File: src/rtl/boid_pkg.sv
// -----------------------------------------------------------------------------
// boid_pkg
// Shared screen geometry and framebuffer constants for the boid display path,
// plus the frame-writer state encoding.
// -----------------------------------------------------------------------------
package boid_pkg;

    localparam int SCREEN_W    = 640;
    localparam int SCREEN_H    = 480;
    localparam int PIXEL_COUNT = SCREEN_W * SCREEN_H;
    localparam int ADDR_WIDTH  = 19;
    localparam int MAX_BOIDS   = 8;

    typedef enum logic [2:0] {
        ST_IDLE  = 3'd0,
        ST_SWAP  = 3'd1,
        ST_FETCH = 3'd2,
        ST_DRAW  = 3'd3,
        ST_DONE  = 3'd4
    } wr_state_e;

endpackage

File: src/rtl/boid_pixel_addr.sv
// -----------------------------------------------------------------------------
// boid_pixel_addr
// Combinational pixel-to-framebuffer address mapping, shared by the frame
// writer and the VGA read path.
//   px_i        in  X_WIDTH+1   pixel x (one extra bit so sprite overhang
//                               past the right edge does not wrap)
//   py_i        in  Y_WIDTH+1   pixel y (same extra bit)
//   in_bounds_o out 1           pixel lies inside the visible screen
//   addr_o      out ADDR_WIDTH  py*SCREEN_W + px, truncated
// -----------------------------------------------------------------------------
module boid_pixel_addr
    import boid_pkg::*;
#(
    parameter int SCREEN_W   = boid_pkg::SCREEN_W,
    parameter int SCREEN_H   = boid_pkg::SCREEN_H,
    parameter int X_WIDTH    = 10,
    parameter int Y_WIDTH    = 9,
    parameter int ADDR_WIDTH = boid_pkg::ADDR_WIDTH
) (
    input  logic [X_WIDTH:0]      px_i,
    input  logic [Y_WIDTH:0]      py_i,
    output logic                  in_bounds_o,
    output logic [ADDR_WIDTH-1:0] addr_o
);

    localparam logic [X_WIDTH:0] W_LIM  = (X_WIDTH+1)'(SCREEN_W);
    localparam logic [Y_WIDTH:0] H_LIM  = (Y_WIDTH+1)'(SCREEN_H);
    localparam logic [31:0]      W_BITS = 32'(SCREEN_W);

    logic [ADDR_WIDTH-1:0] row;

    // Constant multiply by SCREEN_W as a sum of shifted copies of y, one per
    // set bit of the width (640 -> (y<<9)+(y<<7)); keeps it out of DSPs.
    always_comb begin
        row = '0;
        for (int k = 0; k < 32; k++) begin
            if (W_BITS[k]) row = row + (ADDR_WIDTH'(py_i) << k);
        end
    end

    assign in_bounds_o = (px_i < W_LIM) && (py_i < H_LIM);
    assign addr_o      = row + ADDR_WIDTH'(px_i);

endmodule

File: src/rtl/boid_frame_writer.sv
// -----------------------------------------------------------------------------
// boid_frame_writer
// Per-frame sequencer: on each frame_end it requests a cleared framebuffer
// bank, then walks boids 0..num_active-1 and draws a SPRITE_SIZE^2 square of
// '1' pixels at each boid position, clipped at the screen edges.
//   clock, reset     system clock, async active-high reset
//   frame_end        end-of-visible-frame pulse from the VGA controller
//   num_active       runtime boid count (clamped to NUM_BOIDS), sampled on start
//   overrun_clr      clears the sticky overrun flag
//   boid_sel         index for the BPU position mux
//   boid_x, boid_y   position of the selected boid (one cycle after boid_sel)
//   fb_swap          one-cycle bank swap/clear request
//   fb_we/addr/wdata framebuffer write port
//   busy, done       activity flag and end-of-frame pulse
//   overrun          frame_end arrived while busy
//   frame_count      completed frames, wrapping 16-bit
// All outputs are registered; the pixel for each DRAW cycle is computed one
// cycle ahead (from boid_x/y in FETCH, from the next dx/dy in DRAW).
// -----------------------------------------------------------------------------
module boid_frame_writer
    import boid_pkg::*;
#(
    parameter int NUM_BOIDS   = boid_pkg::MAX_BOIDS,
    parameter int SPRITE_SIZE = 2,
    parameter int SCREEN_W    = boid_pkg::SCREEN_W,
    parameter int SCREEN_H    = boid_pkg::SCREEN_H,
    parameter int X_WIDTH     = 10,
    parameter int Y_WIDTH     = 9,
    parameter int ADDR_WIDTH  = boid_pkg::ADDR_WIDTH,
    localparam int IDX_W      = $clog2(NUM_BOIDS)
) (
    input  logic                  clock,
    input  logic                  reset,
    input  logic                  frame_end,
    input  logic [IDX_W:0]        num_active,
    input  logic                  overrun_clr,
    output logic [IDX_W-1:0]      boid_sel,
    input  logic [X_WIDTH-1:0]    boid_x,
    input  logic [Y_WIDTH-1:0]    boid_y,
    output logic                  fb_swap,
    output logic                  fb_we,
    output logic [ADDR_WIDTH-1:0] fb_addr,
    output logic                  fb_wdata,
    output logic                  busy,
    output logic                  done,
    output logic                  overrun,
    output logic [15:0]           frame_count
);

    localparam int             DW     = (SPRITE_SIZE > 1) ? $clog2(SPRITE_SIZE) : 1;
    localparam logic [DW-1:0]  LAST_D = DW'(SPRITE_SIZE - 1);
    localparam logic [IDX_W:0] MAXN   = (IDX_W+1)'(NUM_BOIDS);

    wr_state_e             state_q;
    logic [IDX_W:0]        idx_q, n_q;
    logic [X_WIDTH-1:0]    bx_q;
    logic [Y_WIDTH-1:0]    by_q;
    logic [DW-1:0]         dx_q, dy_q;
    logic [IDX_W-1:0]      boid_sel_q;
    logic                  fb_swap_q, fb_we_q, busy_q, done_q, overrun_q;
    logic [ADDR_WIDTH-1:0] fb_addr_q;
    logic [15:0]           frame_count_q;

    logic [DW-1:0]         dx_d, dy_d;
    logic                  last_pix;
    logic [IDX_W:0]        idx_inc, n_clamp;
    logic [X_WIDTH:0]      px_d;
    logic [Y_WIDTH:0]      py_d;
    logic                  pix_in;
    logic [ADDR_WIDTH-1:0] pix_addr;

    always_comb begin
        last_pix = (dx_q == LAST_D) && (dy_q == LAST_D);
        dx_d     = (dx_q == LAST_D) ? '0 : dx_q + 1'b1;
        dy_d     = (dx_q == LAST_D) ? dy_q + 1'b1 : dy_q;
        idx_inc  = idx_q + 1'b1;
        n_clamp  = (num_active > MAXN) ? MAXN : num_active;
        // Pixel to be written in the next cycle
        if (state_q == ST_FETCH) begin
            px_d = {1'b0, boid_x};
            py_d = {1'b0, boid_y};
        end else begin
            px_d = {1'b0, bx_q} + (X_WIDTH+1)'(dx_d);
            py_d = {1'b0, by_q} + (Y_WIDTH+1)'(dy_d);
        end
    end

    boid_pixel_addr #(
        .SCREEN_W   (SCREEN_W),
        .SCREEN_H   (SCREEN_H),
        .X_WIDTH    (X_WIDTH),
        .Y_WIDTH    (Y_WIDTH),
        .ADDR_WIDTH (ADDR_WIDTH)
    ) u_pix (
        .px_i        (px_d),
        .py_i        (py_d),
        .in_bounds_o (pix_in),
        .addr_o      (pix_addr)
    );

    always_ff @(posedge clock or posedge reset) begin
        if (reset) begin
            state_q       <= ST_IDLE;
            idx_q         <= '0;
            n_q           <= '0;
            bx_q          <= '0;
            by_q          <= '0;
            dx_q          <= '0;
            dy_q          <= '0;
            boid_sel_q    <= '0;
            fb_swap_q     <= 1'b0;
            fb_we_q       <= 1'b0;
            fb_addr_q     <= '0;
            busy_q        <= 1'b0;
            done_q        <= 1'b0;
            overrun_q     <= 1'b0;
            frame_count_q <= '0;
        end else begin
            fb_swap_q <= 1'b0;
            fb_we_q   <= 1'b0;
            fb_addr_q <= '0;
            done_q    <= 1'b0;

            // Set takes priority over clear
            if (frame_end && state_q != ST_IDLE) overrun_q <= 1'b1;
            else if (overrun_clr)                overrun_q <= 1'b0;

            case (state_q)
                ST_IDLE: begin
                    if (frame_end) begin
                        n_q        <= n_clamp;
                        idx_q      <= '0;
                        boid_sel_q <= '0;
                        fb_swap_q  <= 1'b1;
                        busy_q     <= 1'b1;
                        state_q    <= ST_SWAP;
                    end
                end
                ST_SWAP: begin
                    if (n_q != '0) begin
                        state_q <= ST_FETCH;
                    end else begin
                        done_q  <= 1'b1;
                        state_q <= ST_DONE;
                    end
                end
                ST_FETCH: begin
                    bx_q      <= boid_x;
                    by_q      <= boid_y;
                    dx_q      <= '0;
                    dy_q      <= '0;
                    fb_we_q   <= pix_in;
                    fb_addr_q <= pix_addr;
                    state_q   <= ST_DRAW;
                end
                ST_DRAW: begin
                    if (last_pix) begin
                        idx_q <= idx_inc;
                        if (idx_inc == n_q) begin
                            done_q  <= 1'b1;
                            state_q <= ST_DONE;
                        end else begin
                            boid_sel_q <= idx_inc[IDX_W-1:0];
                            state_q    <= ST_FETCH;
                        end
                    end else begin
                        dx_q      <= dx_d;
                        dy_q      <= dy_d;
                        fb_we_q   <= pix_in;
                        fb_addr_q <= pix_addr;
                    end
                end
                ST_DONE: begin
                    frame_count_q <= frame_count_q + 1'b1;
                    boid_sel_q    <= '0;
                    busy_q        <= 1'b0;
                    state_q       <= ST_IDLE;
                end
                default: state_q <= ST_IDLE;
            endcase
        end
    end

    assign boid_sel    = boid_sel_q;
    assign fb_swap     = fb_swap_q;
    assign fb_we       = fb_we_q;
    assign fb_addr     = fb_addr_q;
    assign fb_wdata    = fb_we_q;
    assign busy        = busy_q;
    assign done        = done_q;
    assign overrun     = overrun_q;
    assign frame_count = frame_count_q;

endmodule

File: config.mk
export PLATFORM = sky130hd
export DESIGN_NAME = boid_frame_writer
export DESIGN_NICKNAME = d
export VERILOG_FILES = /design/src/rtl/boid_pkg.sv /design/src/rtl/boid_pixel_addr.sv /design/src/rtl/boid_frame_writer.sv
export SDC_FILE = /design/constraint.sdc
export NUM_CORES = 1
export LEC_CHECK = 0
export BUFFER_PORTS_ARGS = -buffer_cell sky130_fd_sc_hd__buf_2
export CAP_MARGIN = 20
export CORE_ASPECT_RATIO = 0.9
export CORE_MARGIN = 5
export CORE_UTILIZATION = 55
export CTS_CLUSTER_SIZE = 16
export DETAILED_ROUTE_END_ITERATION = 10
export PLACE_DENSITY_LB_ADDON = 0.1
export SETUP_SLACK_MARGIN = 0.1
export SYNTH_ARGS = -nofsm -noshare
export SYNTH_HDL_FRONTEND = slang
export SYNTH_SLANG_ARGS = --single-unit
File: constraint.sdc
create_clock -name clock -period 5.5 [get_ports clock]
set_clock_uncertainty 0.05 [all_clocks]
set_input_delay 0.275 -clock clock [delete_from_list [all_inputs] [get_ports clock]]
set_output_delay 0.275 -clock clock [all_outputs]
set_load 0.01 [all_outputs]
After elaboration in Yosys (flattened, before gate mapping)
Index checks and enable logic that the tools add are counted. W data, S select, Z words.

Word-level logic and storage cells: 87. Register bits after elaboration: 75. Input bits: 27.

Reductions and logical operators: 17. Muxes and demuxes: 35. Add/subtract/negate cells: 8. Order comparisons: 3. Equal/unequal tests: 9.

Operators with widths (number): $pmux W19 S2 (1); $mux W3 (7); $add A17 B19 Y19 (1); $add A19 B11 Y19 (1); $mux W19 (1); $add A16 B1 Y16 const B (1); $mux W1 (13); $mux W4 (3); $pmux W3 S4 (1); $add A10 B1 Y11 (1); $lt A11 B10 Y1 const B (1); $mux W11 (1); $add A9 B1 Y10 (1); $lt A10 B9 Y1 const B (1); $mux W10 (1); $pmux W1 S2 (5); $pmux W3 S3 (1); $ne A2 B2 Y1 const B (4); $pmux W4 S2 (1); $reduce_and A2 Y1 (4); $reduce_bool A2 Y1 (4); $eq A3 B2 Y1 const B (2); $reduce_bool A3 Y1 (2); $add A4 B1 Y4 const B (1); other kinds (10) (13).

Depth between registers and ports, before layout
Gate-level depths: netlist of the first run.

Depth in word-level cells: 8. Mapped depth: 17.

Cells and area by module
From an unflattened synthesis of the first run, not the netlist that was laid out.

Cells, all modules: 431. Area total of the unflattened synthesis: 4175.3 um^2.

By module, submodules not included: boid_frame_writer (seq. area each 1876.8 um^2, area an instance 3472.1 um^2, times used 1, cells each 351); boid_pixel_addr (seq. area each 0.0 um^2, area an instance 703.2 um^2, times used 1, cells each 80).

Least setup slack after synthesis of the first run
No wires, ideal clock.

Path type: register -> register. Start: register dx_q. End: register fb_addr_q[15], in the netlist fb_addr[15]. Path buffers: 0. Setup slack: 2123 ps. Library setup time: 125 ps. Period minus slack after synthesis: 3377 ps. Data required time: 5325 ps. Stages on the path, launching flop included: 14. Arrival time: 3203 ps. Cells stage by stage: dfrtp_1 -> ha_1 -> ha_1 -> ha_1 -> xnor2_1 -> o21ai_0 -> fa_1 -> ha_1 -> a211oi_1 -> o21ai_0 -> a21o_1 -> a21oi_1 -> xor2_1 -> nor2_1.

Longest elaborated chain between the ends: 7. Elaborated cells between the ends (all ways): 12. Those cells by class: add/sub (5); mux (6); reduce/logical (1).

Ends and longest elaborated chain: start, declared (line boid_frame_writer.sv:58) `logic [DW-1:0] dx_q, dy_q;`; start signal, assigned (line boid_frame_writer.sv:108) `dx_q <= '0;`; start signal, assigned (line boid_frame_writer.sv:150) `dx_q <= '0;`; start signal, assigned (line boid_frame_writer.sv:167) `dx_q <= dx_d;`; $mux W1 / $add A1 B1 Y1 (equally long branches) (line boid_frame_writer.sv:75, boid_frame_writer.sv:74); $add A9 B1 Y10 / $mux W1 (equally long branches) (line boid_frame_writer.sv:84, boid_frame_writer.sv:74); $mux W10 / $add A10 B1 Y11 (equally long branches) (line boid_frame_writer.sv:79, boid_frame_writer.sv:83); $add A17 B19 Y19 / $mux W11 (equally long branches) (line boid_pixel_addr.sv:37, boid_frame_writer.sv:79); $add A19 B11 Y19 (line boid_pixel_addr.sv:42) `assign addr_o = row + ADDR_WIDTH'(px_i);`; $mux W19 (line boid_frame_writer.sv:157) `if (last_pix) begin`; $pmux W19 S2 (*) (line boid_frame_writer.sv:128) `case (state_q)`; end signal, assigned (line boid_frame_writer.sv:153) `fb_addr_q <= pix_addr;`; end signal, assigned (line boid_frame_writer.sv:170) `fb_addr_q <= pix_addr;`; end, declared (line boid_frame_writer.sv:61) `logic [ADDR_WIDTH-1:0] fb_addr_q;`.

Mark *: on every way between the ends. The rest lies on a longest branch, timed or not. A chain may end at the register's enable or synchronous reset.

Final worst setup path of the first run
Start: register state_q[0]. End: register fb_addr_q[16], in the netlist fb_addr[16].

Longest elaborated chain between the ends: 6. Elaborated cells between the ends (all ways): 8. Those cells by class: add/sub (2); eq/ne (2); mux (4).

Ends and longest elaborated chain: start, declared (line boid_frame_writer.sv:54) `wr_state_e state_q;`; start signal, assigned (line boid_frame_writer.sv:103) `state_q <= ST_IDLE;`; start signal, assigned (line boid_frame_writer.sv:136) `state_q <= ST_SWAP;`; start signal, assigned (line boid_frame_writer.sv:141) `state_q <= ST_FETCH;`; $eq A3 B2 Y1 (line boid_frame_writer.sv:79, boid_frame_writer.sv:128); $mux W10 (line boid_frame_writer.sv:79) `if (state_q == ST_FETCH) begin`; $add A17 B19 Y19 (line boid_pixel_addr.sv:37) `if (W_BITS[k]) row = row + (ADDR_WIDTH'(py_i) << k);`; $add A19 B11 Y19 (line boid_pixel_addr.sv:42); $mux W19 (line boid_frame_writer.sv:157); $pmux W19 S2 (*) (line boid_frame_writer.sv:128).

Marked as above.

==> results.toml, run 1 <==
[status]
run_status = "complete, no violations"

[yosys]
synth-main-ff-cell = "sky130_fd_sc_hd__dfrtp_1"
warnings_synthesis = 0
postSynthRegisterBits = 75
share_of_flip_flops_with_an_asynchronous_set_or_reset_pct = 100.0
avgSynthCellArea_sq_um = 9.701
ys_types = 53
syn_nets = 468
seq_area_frac_synth_pct = 46.85
synth.cell_area_sq_mm = 0.004006
cell_count_after_synthesis = 413
synth-edff-count = 0

[route]
remaining_drc_errors = 0
drtPass1Iterations = 4
via_count = 3065
drt_iter0_drc = 91
vias_per_cell = 5.257
antenna_violating_nets_post_route = 0
wl_cell_um = 13.65
totalWireLength_um = 7956

[grt]
global_route_wire_length_before_repair_um = 13780
grt_overflow_total = 0
grt_antenna_before_repair = 0
pin_count_of_the_biggest_net_entering_global_routing = 76
grt_util_all_layers_pct = 18.67
number_of_global_route_vias_before_repair = 2958

[place]
postPlaceCellArea_sq_mm = 0.004429
globalplace.congestion = 0.8116
dpl.hpwl_um = 5856
io_buffer_count = 70
dp_slack_ns = 1.741

[power]
worst_ir_drop_vdd_mv = 0.2740
cellPowerDensity_mw_per_mm2 = 679.2
total_design_power_mw = 3.148
power.static_leakage_nw = 2.337

[clocking]
cts_tree = "built"
path_clk_slew_ns = 0.08
root_buffer = "sky130_fd_sc_hd__clkbuf_8"
cts_buffers = 9
cts_hold_repair.buffers = 0
h_tree_levels = 3
clock_latency_ns = 0.36
max-clock-path-buffers = 2
ctsResizeCount = 0
postCtsSetupRepairBufs = 0
numClockSinks = 75

[timing]
setup_viol = 0
fin_crit_sh_pct = 69.10
totalNegativeSetupSlack_ns = 0
timing.final.crit_period_ns = 3.800
timing.slew.headroom_pct = 37.53
timing.final.ws_setup_ns = 1.700
max_freq_mhz = 263.1
unrepaired_setup_endpoints_after_global_routing = "no"
slew_viol_final = 0
hold_violations = 0
actual_transition_at_the_worst_max_transition_pin_ns = 0.9370

[floorplan]
start_util_pct = 56.62
floorplan.die.height_um = 90.97
ios = 71
coreArea_sq_mm = 0.007076
floorplan.rows = 29
die_width_um = 99.97
floorplan.die_area_sq_mm = 0.009094

[critical_path]
regToRegEndpoint = "fb_addr[16]"
crit_required_ns = 5.73
rr_startpoint = "state_q[0]"
worst-path-max-fanout = 25
critical_path_arrival_ns = 4.03
crit_path_start_kind = "flop"
rrSetupSlack_ns = 1.70
setup.worst_path.end_class = "flop"
timing.reg2reg.worst_path_depth = 12
critical_path_class = "reg2reg"

[cells_and_area]
final_design_area_no_fill_sq_mm = 0.004636
final_net_count = 541
final_layout_size_suffix_gt1_share_pct = 21.22
layout_common_cells = "93 x sky130_fd_sc_hd__nand2_1, 75 x sky130_fd_sc_hd__dfrtp_1, 70 x sky130_fd_sc_hd__buf_2"
layout.cells.most_common = "sky130_fd_sc_hd__nand2_1"
antenna_cells = 0
area.growth.synth_to_final_pct = 15.71

[worst_hold_path]
worst_hold_path.num_cells = 2
min_path_type = "in2reg"
worst_hold_path.endpoint = "overrun"
hold_path_startpoint = "overrun_clr"

[flow_run]
max_cap_violations = 0
flip-flops by register name, summed over array words and instances, names as in the netlist:
register / cells
boid_sel: 3
dx_q: 1
fb_addr: 19
state_q: 3
dy_q: 1
n_q: 4
idx_q: 4
fb_swap: 1
done: 1
bx_q: 10
frame_count: 16
busy: 1
fb_wdata: 1
by_q: 9
overrun: 1
how the worst max path moves through the flow:
stage | startpoint | to | slack [ns]
2_1_floorplan | dx_q | fb_addr[15] | 2.12
3_3_place_gp | state_q[0] | fb_addr[16] | 1.89
3_5_place_dp | state_q[0] | fb_addr[16] | 1.74
4_1_cts | state_q[0] | fb_addr[16] | 1.74
5_1_grt | state_q[0] | fb_addr[16] | 1.39
6_report | state_q[0] | fb_addr[16] | 1.70
cell usage after synthesis, drive strengths merged, types with 3 or more instances:
master  count  area share [%]
a211oi      3            0.56
a21oi       9             1.1
and2        4            0.75
and3        5            0.91
and4        3            0.69
buf         7             1.1
dfrtp      75              47
fa          3             1.5
ha         25             7.8
inv        16             1.5
mux2i       3            0.75
nand2      94             9.0
nand2b      8             1.2
nand3      15             1.9
nand4       8             1.4
nor2       27             2.9
nor3        7             1.1
o21a        4            0.75
o21ai      32             4.0
xnor2      26             5.7
xor2       12             2.6
cells by family after synthesis:
logic type	count (synthesis)	share of synthesized area (%)
xor+xnor	38	8.307
buf+inv	25	2.779
fa+ha+maj	28	9.307
flops	75	46.85
compound gates	60	9.057
mux	5	1.312
simple gates	182	22.39
where the power goes:
group | total, mW | leakage [nW] | internal, mW | switching, mW
Sequential | 0.933 | 0.946 | 0.772 | 0.161
Combinational | 1.76 | 1.29 | 0.755 | 1.01
Clock | 0.452 | 0.106 | 0.252 | 0.200
Total | 3.15 | 2.34 | 1.78 | 1.37
metrics by stage:
stage	hold slack [ns]	cells	utilization, %
2_1_floorplan	0.3238	413	-
3_3_place_gp	0.4076	568	62.60
3_5_place_dp	0.4146	568	62.60
4_1_cts	0.03416	583	65.52
5_1_grt	0.02379	583	65.52
6_report	0.04330	583	65.52
worst max-delay path, stage by stage, from the launching register on:
cell                       delay, ns
sky130_fd_sc_hd__dfrtp_1        0.51
sky130_fd_sc_hd__nor2_1         0.09
sky130_fd_sc_hd__nand2_1        0.60
sky130_fd_sc_hd__nand4_1        0.29
sky130_fd_sc_hd__fa_1           0.60
sky130_fd_sc_hd__inv_1          0.04
sky130_fd_sc_hd__ha_1           0.33
sky130_fd_sc_hd__nor2b_1        0.17
sky130_fd_sc_hd__o31a_1         0.28
sky130_fd_sc_hd__o31ai_2        0.30
sky130_fd_sc_hd__a21boi_1       0.14
sky130_fd_sc_hd__o21a_1         0.18
sky130_fd_sc_hd__nor3_1         0.13
area by class of cell:
type | instances | area, sq um
clock buffers | 10 | 127.6
well taps | 93 | 116.4
multi-input cells | 313 | 2018
repair buffers | 71 | 357.8
fillers | 633 | 2440
clock inverters | 5 | 78.83
inverters | 16 | 60.06
flip-flops and latches | 75 | 1877
layer usage:
layer | share of wire, % | wire length, um | vias to the layer above | GRT usage, %
met5 | 0 | 0 | - | 0
met4 | 1.4 | 115 | 0 | 6.257
met3 | 5.8 | 460 | 12 | 5.211
met2 | 46 | 3638 | 70 | 28.78
met1 | 47 | 3741 | 1442 | 25.45
li1 | - | - | 1541 | -
(Power assumes the default switching activity.)
==> run 2: changes to the inputs <==
ABC_AREA = 1   (was not set)
CORE_UTILIZATION = 51   (was 55)
clock period = 3.4 ns   (was 5.5 ns; I/O delays follow)
==> run 2 against run 1 <==
Compared with the run above: count of clock-buffer cells in the layout shrank 1; power up 100%; clock power rose by 83%; die area increased by 16%; maximum frequency increased by 20%; final area is 18% higher; non-clock buffer count is 23 higher; via count grew 28%; register-to-register slack worse by 1.5 ns; synthesized area up 9.6%; sequential share of layout area is 6.2 points lower; first-iteration DRC count increased by 86%; critical path type unchanged; critical endpoint is now fb_addr[17].
==> results.toml, run 2 <==
[status]
run_status = "complete, no violations"

[critical_path]
timing.reg2reg.worst_path_depth = 18
regToRegEndpoint = "fb_addr[17]"
worst_path_dominant_cell_family = "simple AND/OR/NAND/NOR gates"
cp.buffers_inverters = 1
setup.worst_path.end_class = "flop"
critical_path_arrival_ns = 3.42
rrSetupSlack_ns = 0.22
critical-path-max-stage-delay_ns = 0.44
crit_required_ns = 3.64
crit_path_start_kind = "flop"
crit_top_cell = "sky130_fd_sc_hd__nand2_1"
worst-path-max-fanout = 4
timing.critical_path.cells = "ha_4, ha_4, nand4_1, buf_4, nor2_4, nand3_1, and2_1, ha_1, ha_4, nand2_1, nand2_1, nand2_1, o21ai_0, nor2_1, nand3_2, nand2_1, nand2_1, nor2_1"
rr_startpoint = "dx_q"
critical-path-slowest-cell = "sky130_fd_sc_hd__dfrtp_2"
critical_path_class = "reg2reg"

[floorplan]
ios = 71
die_width_um = 107.8
floorplan.die.height_um = 98.04
start_util_pct = 51.74
floorplan.die_area_sq_mm = 0.01057
floorplan.rows = 32
coreArea_sq_mm = 0.008488

[route]
antenna_violating_nets_post_route = 0
totalWireLength_um = 10170
drt_iter0_drc = 169
via_count = 3915
vias_per_cell = 4.987
remaining_drc_errors = 0
drtPass1Iterations = 4
wl_cell_um = 12.96

[cells_and_area]
final_design_area_no_fill_sq_mm = 0.005485
antenna_cells = 0
utilization_pct = 64.62
filler_cell_count = 772
final_net_count = 717
final_layout_size_suffix_gt1_share_pct = 21.62
area.growth.synth_to_final_pct = 24.90
layout_common_cells = "151 x sky130_fd_sc_hd__nand2_1, 86 x sky130_fd_sc_hd__inv_1, 74 x sky130_fd_sc_hd__dfrtp_1"
layout.cells.most_common = "sky130_fd_sc_hd__nand2_1"
largest_register_ffs = 19

[yosys]
avgSynthCellArea_sq_um = 7.801
synth_top_area_cell = "sky130_fd_sc_hd__dfrtp_1"
seq_area_frac_synth_pct = 42.74
synth.cell_area_sq_mm = 0.004392
synth_top_area_share_pct = 42.74
syn_nets = 618
warnings_synthesis = 0
share_of_flip_flops_with_an_asynchronous_set_or_reset_pct = 100.0
synth-main-ff-cell = "sky130_fd_sc_hd__dfrtp_1"
ys_types = 32
synth-edff-count = 0
synthTopCellsByArea = "sky130_fd_sc_hd__dfrtp_1 43%, sky130_fd_sc_hd__nand2_1 13%, sky130_fd_sc_hd__inv_1 7.5%, sky130_fd_sc_hd__ha_1 7.1%, sky130_fd_sc_hd__nor2_1 4.7%"
synth_commonest_cells = "152 x sky130_fd_sc_hd__nand2_1, 88 x sky130_fd_sc_hd__inv_1, 75 x sky130_fd_sc_hd__dfrtp_1"
postSynthRegisterBits = 75
synth_most_common_cell = "sky130_fd_sc_hd__nand2_1"
cell_count_after_synthesis = 563

[timing]
slew_viol_final = 0
totalNegativeSetupSlack_ns = 0
hold_violations = 0
worst_hold_slack_ns = 0.03092
timing.slew.headroom_pct = 66.73
setup_viol = 0
timing.final.crit_period_ns = 3.180
actual_transition_at_the_worst_max_transition_pin_ns = 0.4985
max_freq_mhz = 314.5
unrepaired_setup_endpoints_after_global_routing = "no"
fin_crit_sh_pct = 93.53

[clocking]
h_tree_levels = 3
max-clock-path-buffers = 2
path_clk_slew_ns = 0.08
clock_latency_ns = 0.35
cts_tree = "built"
cts_buffers = 9
root_buffer = "sky130_fd_sc_hd__clkbuf_8"
numClockSinks = 75

[power]
cellPowerDensity_mw_per_mm2 = 1164
power.static_leakage_nw = 3.011
total_design_power_mw = 6.385
worst_ir_drop_vdd_mv = 0.6537

[grt]
grt_overflow_total = 0
pin_count_of_the_biggest_net_entering_global_routing = 29
number_of_global_route_vias_before_repair = 3748
grt_util_all_layers_pct = 19.82
grt_antenna_before_repair = 0
global_route_wire_length_before_repair_um = 16990

[flow_run]
max_cap_violations = 0

[place]
globalplace.congestion = 0.9180
dpl.hpwl_um = 7609
postPlaceCellArea_sq_mm = 0.004910
io_buffer_count = 70

[worst_hold_path]
min_path_type = "in2reg"
worst_hold_path.num_cells = 3
worst_hold_path.endpoint = "by_q[1]"
hold_path_startpoint = "boid_y[1]"
run 2: changes by cell type after synthesis, moves of 11 or more:
cell / delta
sky130_fd_sc_hd__a21oi_1: +11
sky130_fd_sc_hd__inv_1: +73
sky130_fd_sc_hd__nor2_1: +30
sky130_fd_sc_hd__nand2_1: +59
sky130_fd_sc_hd__nand3_1: +24
sky130_fd_sc_hd__xnor2_1: -21
run 2: report_power, final:
group / internal (mW) / switching (mW) / total, mW
sequential: 1.22 / 0.236 / 1.46
combinational: 1.63 / 2.47 / 4.10
clock: 0.486 / 0.342 / 0.828
run 2: how the worst max path moves through the flow:
stage	cells past startpoint	to	start
2_1_floorplan	16	fb_addr[16]	dx_q
3_3_place_gp	15	fb_addr[15]	dx_q
3_5_place_dp	16	fb_addr[16]	dx_q
4_1_cts	19	fb_addr[17]	state_q[2]
5_1_grt	18	fb_addr[17]	dx_q
6_report	18	fb_addr[17]	dx_q
run 2: final cells by class:
| cell class | instances | area (sq um) | area share [%] |
|---|---|---|---|
| multi-input combinational | 392 | 2321 | 42.31 |
| timing repair buffer | 94 | 560.5 | 10.22 |
| sequential | 75 | 1878 | 34.24 |
| tap | 119 | 148.9 | 2.714 |
| clock buffer | 9 | 123.9 | 2.258 |
| inverter | 90 | 340.3 | 6.204 |
| clock inverter | 6 | 112.6 | 2.053 |
run 2: logic make-up (layout without fill, tap and decap cells):
logic type | count (synthesis) | in the layout | synth area share (%)
buf+inv | 96 | 199 | 8.803
flops | 75 | 75 | 42.74
mux | 1 | 1 | 0.2564
compound gates | 63 | 63 | 7.721
xor+xnor | 18 | 18 | 3.590
simple gates | 282 | 282 | 28.40
fa+ha+maj | 28 | 28 | 8.490
run 2: layer usage:
layer / vias up / part of all wire, % / track usage (%)
met5: - / 0 / 0
met4: 0 / 1.5 / 5.825
met3: 12 / 5.1 / 4.230
met2: 95 / 45 / 30.59
met1: 1832 / 48 / 28.14
li1: 1976 / - / -
run 2: what timing repair did:
item / in CTS / in global routing
gates resized for setup: 4 / 31
buffers inserted: 0 / 3
pin swaps: 0 / 8
hold buffers: 11 / 1
cloned: 0 / 0
setup endpoints to repair: 5 / 8
hold endpoints to repair: 35 / 1
run 2: worst register-to-register path, stage by stage (launching register included):
cell and delay (ns):
sky130_fd_sc_hd__dfrtp_2 0.44, sky130_fd_sc_hd__ha_4 0.29, sky130_fd_sc_hd__ha_4 0.14, sky130_fd_sc_hd__nand4_1 0.15
sky130_fd_sc_hd__buf_4 0.19, sky130_fd_sc_hd__nor2_4 0.13, sky130_fd_sc_hd__nand3_1 0.10, sky130_fd_sc_hd__and2_1 0.19
sky130_fd_sc_hd__ha_1 0.32, sky130_fd_sc_hd__ha_4 0.27, sky130_fd_sc_hd__nand2_1 0.07, sky130_fd_sc_hd__nand2_1 0.08
sky130_fd_sc_hd__nand2_1 0.06, sky130_fd_sc_hd__o21ai_0 0.07, sky130_fd_sc_hd__nor2_1 0.20, sky130_fd_sc_hd__nand3_2 0.14
sky130_fd_sc_hd__nand2_1 0.08, sky130_fd_sc_hd__nand2_1 0.05, sky130_fd_sc_hd__nor2_1 0.09
run 2: stage by stage:
| stage | instances | worst slack, ns |
|---|---|---|
| 2_1_floorplan | 563 | 0.3528 |
| 3_3_place_gp | 755 | 0.07496 |
| 3_5_place_dp | 755 | 0.03098 |
| 4_1_cts | 781 | 0.1158 |
| 5_1_grt | 785 | 0.07471 |
| 6_report | 785 | 0.2200 |
==> run 3: changes to the inputs <==
CORE_UTILIZATION = 53   (was 51)
CTS_BUF_LIST = sky130_fd_sc_hd__clkbuf_8   (was not set)
==> run 3 against run 2 <==
Compared with the run above: hold slack got worse by 0.019 ns; first-iteration DRC count increased by 8.3%; core utilization increased by 1.3 points; largest power group unchanged; critical endpoint is now fb_addr[16]; sequential cell count unchanged; critical path type unchanged; cell count decreased by 3.4%.
==> results.toml, run 3 (synthesized netlist as in run 2, its figures left out) <==
[cells_and_area]
layout.cells.most_common = "sky130_fd_sc_hd__nand2_1"
register_area_sq_mm = 0.001878
largest_register_ffs = 19
final_design_area_no_fill_sq_mm = 0.005320
filler_cell_count = 705
final_net_count = 710
final_layout_size_suffix_gt1_share_pct = 20.79
antenna_cells = 0
layout_common_cells = "151 x sky130_fd_sc_hd__nand2_1, 86 x sky130_fd_sc_hd__inv_1, 74 x sky130_fd_sc_hd__dfrtp_1"
area.growth.synth_to_final_pct = 21.14
utilization_pct = 65.94
multi_input_area_sq_mm = 0.002243

[place]
globalplace.congestion = 0.9171
io_buffer_count = 70
postPlaceCellArea_sq_mm = 0.004870
dpl.hpwl_um = 7655

[timing]
slew_viol_final = 0
max_freq_mhz = 321.6
fin_crit_sh_pct = 91.45
hold_violations = 0
unrepaired_setup_endpoints_after_global_routing = "no"
actual_transition_at_the_worst_max_transition_pin_ns = 0.9182
timing.slew.headroom_pct = 38.79
setup_viol = 0
timing.final.crit_period_ns = 3.109

[status]
run_status = "complete, no violations"

[clocking]
clock_latency_ns = 0.35
numClockSinks = 75
cts_buffers = 9
max-clock-path-buffers = 2
root_buffer = "sky130_fd_sc_hd__clkbuf_8"
h_tree_levels = 3
cts_tree = "built"
path_clk_slew_ns = 0.08

[critical_path]
critical_path_arrival_ns = 3.29
worst-path-max-fanout = 11
crit_path_start_kind = "flop"
crit_required_ns = 3.58
critical_path_class = "reg2reg"
setup.worst_path.end_class = "flop"

[route]
drtPass1Iterations = 5
remaining_drc_errors = 0
antenna_violating_nets_post_route = 0
wl_cell_um = 13.15
met3WireLength_um = 582
vias_per_cell = 5.051
drt_iter0_drc = 183
totalWireLength_um = 9969
met2_length_um = 4484
via_count = 3829
drt-met1-wl_um = 4788
routed.top_layer = "met4"

[grt]
pin_count_of_the_biggest_net_entering_global_routing = 76
grt_antenna_before_repair = 0
global_route_wire_length_before_repair_um = 16770
number_of_global_route_vias_before_repair = 3589
grt_overflow_total = 0
grt_util_all_layers_pct = 20.62

[floorplan]
coreArea_sq_mm = 0.008068
floorplan.rows = 31
die_width_um = 106.0
ios = 71
floorplan.die_area_sq_mm = 0.01021
floorplan.die.height_um = 96.36
start_util_pct = 54.44

[power]
fraction_of_power_consumed_by_the_clock_network_pct = 13.6
power.static_leakage_nw = 2.972
cell_internal_pwr_mw = 3.162
power.combinational.fraction_pct = 62.2
switching_power_mw = 2.920
sw_frac_of_total_pct = 48.01
seq_power_share_pct = 24.2
worst_ir_drop_vdd_mv = 0.5685
cellPowerDensity_mw_per_mm2 = 1143

[worst_hold_path]
min_path_type = "in2reg"

[flow_run]
max_cap_violations = 0
## run 3: cell count changes in the layout (fill, tap and decap cells not counted), sizes merged
cell	previous run	this run
buf	82	79
dlygate4sd3	12	8
## run 3: worst paths after layout
check | start | to | slack [ns] | cells past startpoint
max in group asynchronous | reset | dx_q | 2.61 | 3
min in group asynchronous | reset | frame_count[3] | 0.05 | 3
hold reg to reg | frame_count[15] | frame_count[15] | 0.42 | 1
setup reg to reg | state_q[0] | fb_addr[16] | 0.29 | 16
hold / removal | boid_y[1] | by_q[1] | 0.01 | 3
setup / recovery | state_q[0] | fb_addr[16] | 0.29 | 16
## run 3: layout make-up
cell class              instances  share of cell area, %
inverters                      90                  6.397
well taps                      99                  2.328
clock buffers                   9                  2.328
repair buffers                 87                  9.360
clock inverters                 6                  2.117
flip-flops and latches         75                  35.30
multi-input cells             392                  42.17
## run 3: power by group through the flow
stage / Sequential (mW) / Clock, mW / Combinational [mW]
6_report: 1.47 / 0.825 / 3.78
5_1_grt: 1.52 / 0.876 / 4.32
4_1_cts: 1.46 / 0.845 / 3.45
3_5_place_dp: 1.47 / 0 / 3.36
3_3_place_gp: 1.46 / 0 / 3.28
2_1_floorplan: 1.50 / 0 / 2.45
## run 3: worst max-delay path, cell delays in order, from the launching register on
cell and delay [ns]:
sky130_fd_sc_hd__dfrtp_1 0.49, sky130_fd_sc_hd__nor2_4 0.21, sky130_fd_sc_hd__nand2_4 0.11, sky130_fd_sc_hd__buf_4 0.19, sky130_fd_sc_hd__or2_2 0.30, sky130_fd_sc_hd__nand3_1 0.13
sky130_fd_sc_hd__inv_1 0.07, sky130_fd_sc_hd__ha_1 0.29, sky130_fd_sc_hd__ha_2 0.21, sky130_fd_sc_hd__inv_1 0.08, sky130_fd_sc_hd__fa_2 0.37, sky130_fd_sc_hd__inv_2 0.09
sky130_fd_sc_hd__nand2_1 0.05, sky130_fd_sc_hd__nand2_1 0.10, sky130_fd_sc_hd__nand2_1 0.07, sky130_fd_sc_hd__a21oi_1 0.14, sky130_fd_sc_hd__nor2_1 0.06
## run 3: routing by layer
layer	GRT usage, %	up-vias
met5	0	-
met4	5.933	0
met3	5.030	11
met2	32.91	113
met1	28.23	1740
li1	-	1965
## run 3: per-stage QoR
step | hold WS [ns] | cells | total power, mW | setup TNS, ns | worst slack [ns]
3_5_place_dp | 0.3239 | 733 | 4.834 | -0.01883 | -0.01183
4_1_cts | 0.002047 | 756 | 5.757 | 0 | 0.08577
2_1_floorplan | 0.2190 | 563 | 3.947 | 0 | 0.3528
3_3_place_gp | 0.3108 | 733 | 4.745 | 0 | 0.06231
5_1_grt | 0.004214 | 758 | 6.712 | 0 | 0.07932
6_report | 0.01164 | 758 | 6.082 | 0 | 0.2907
## run 3: what timing repair did
action,in CTS,in global routing
hold buffers,8,0
buffers inserted,0,2
endpoints found under the setup margin,6,8
gates resized for setup,7,22
pin swaps,0,4
hold endpoints to repair,10,0
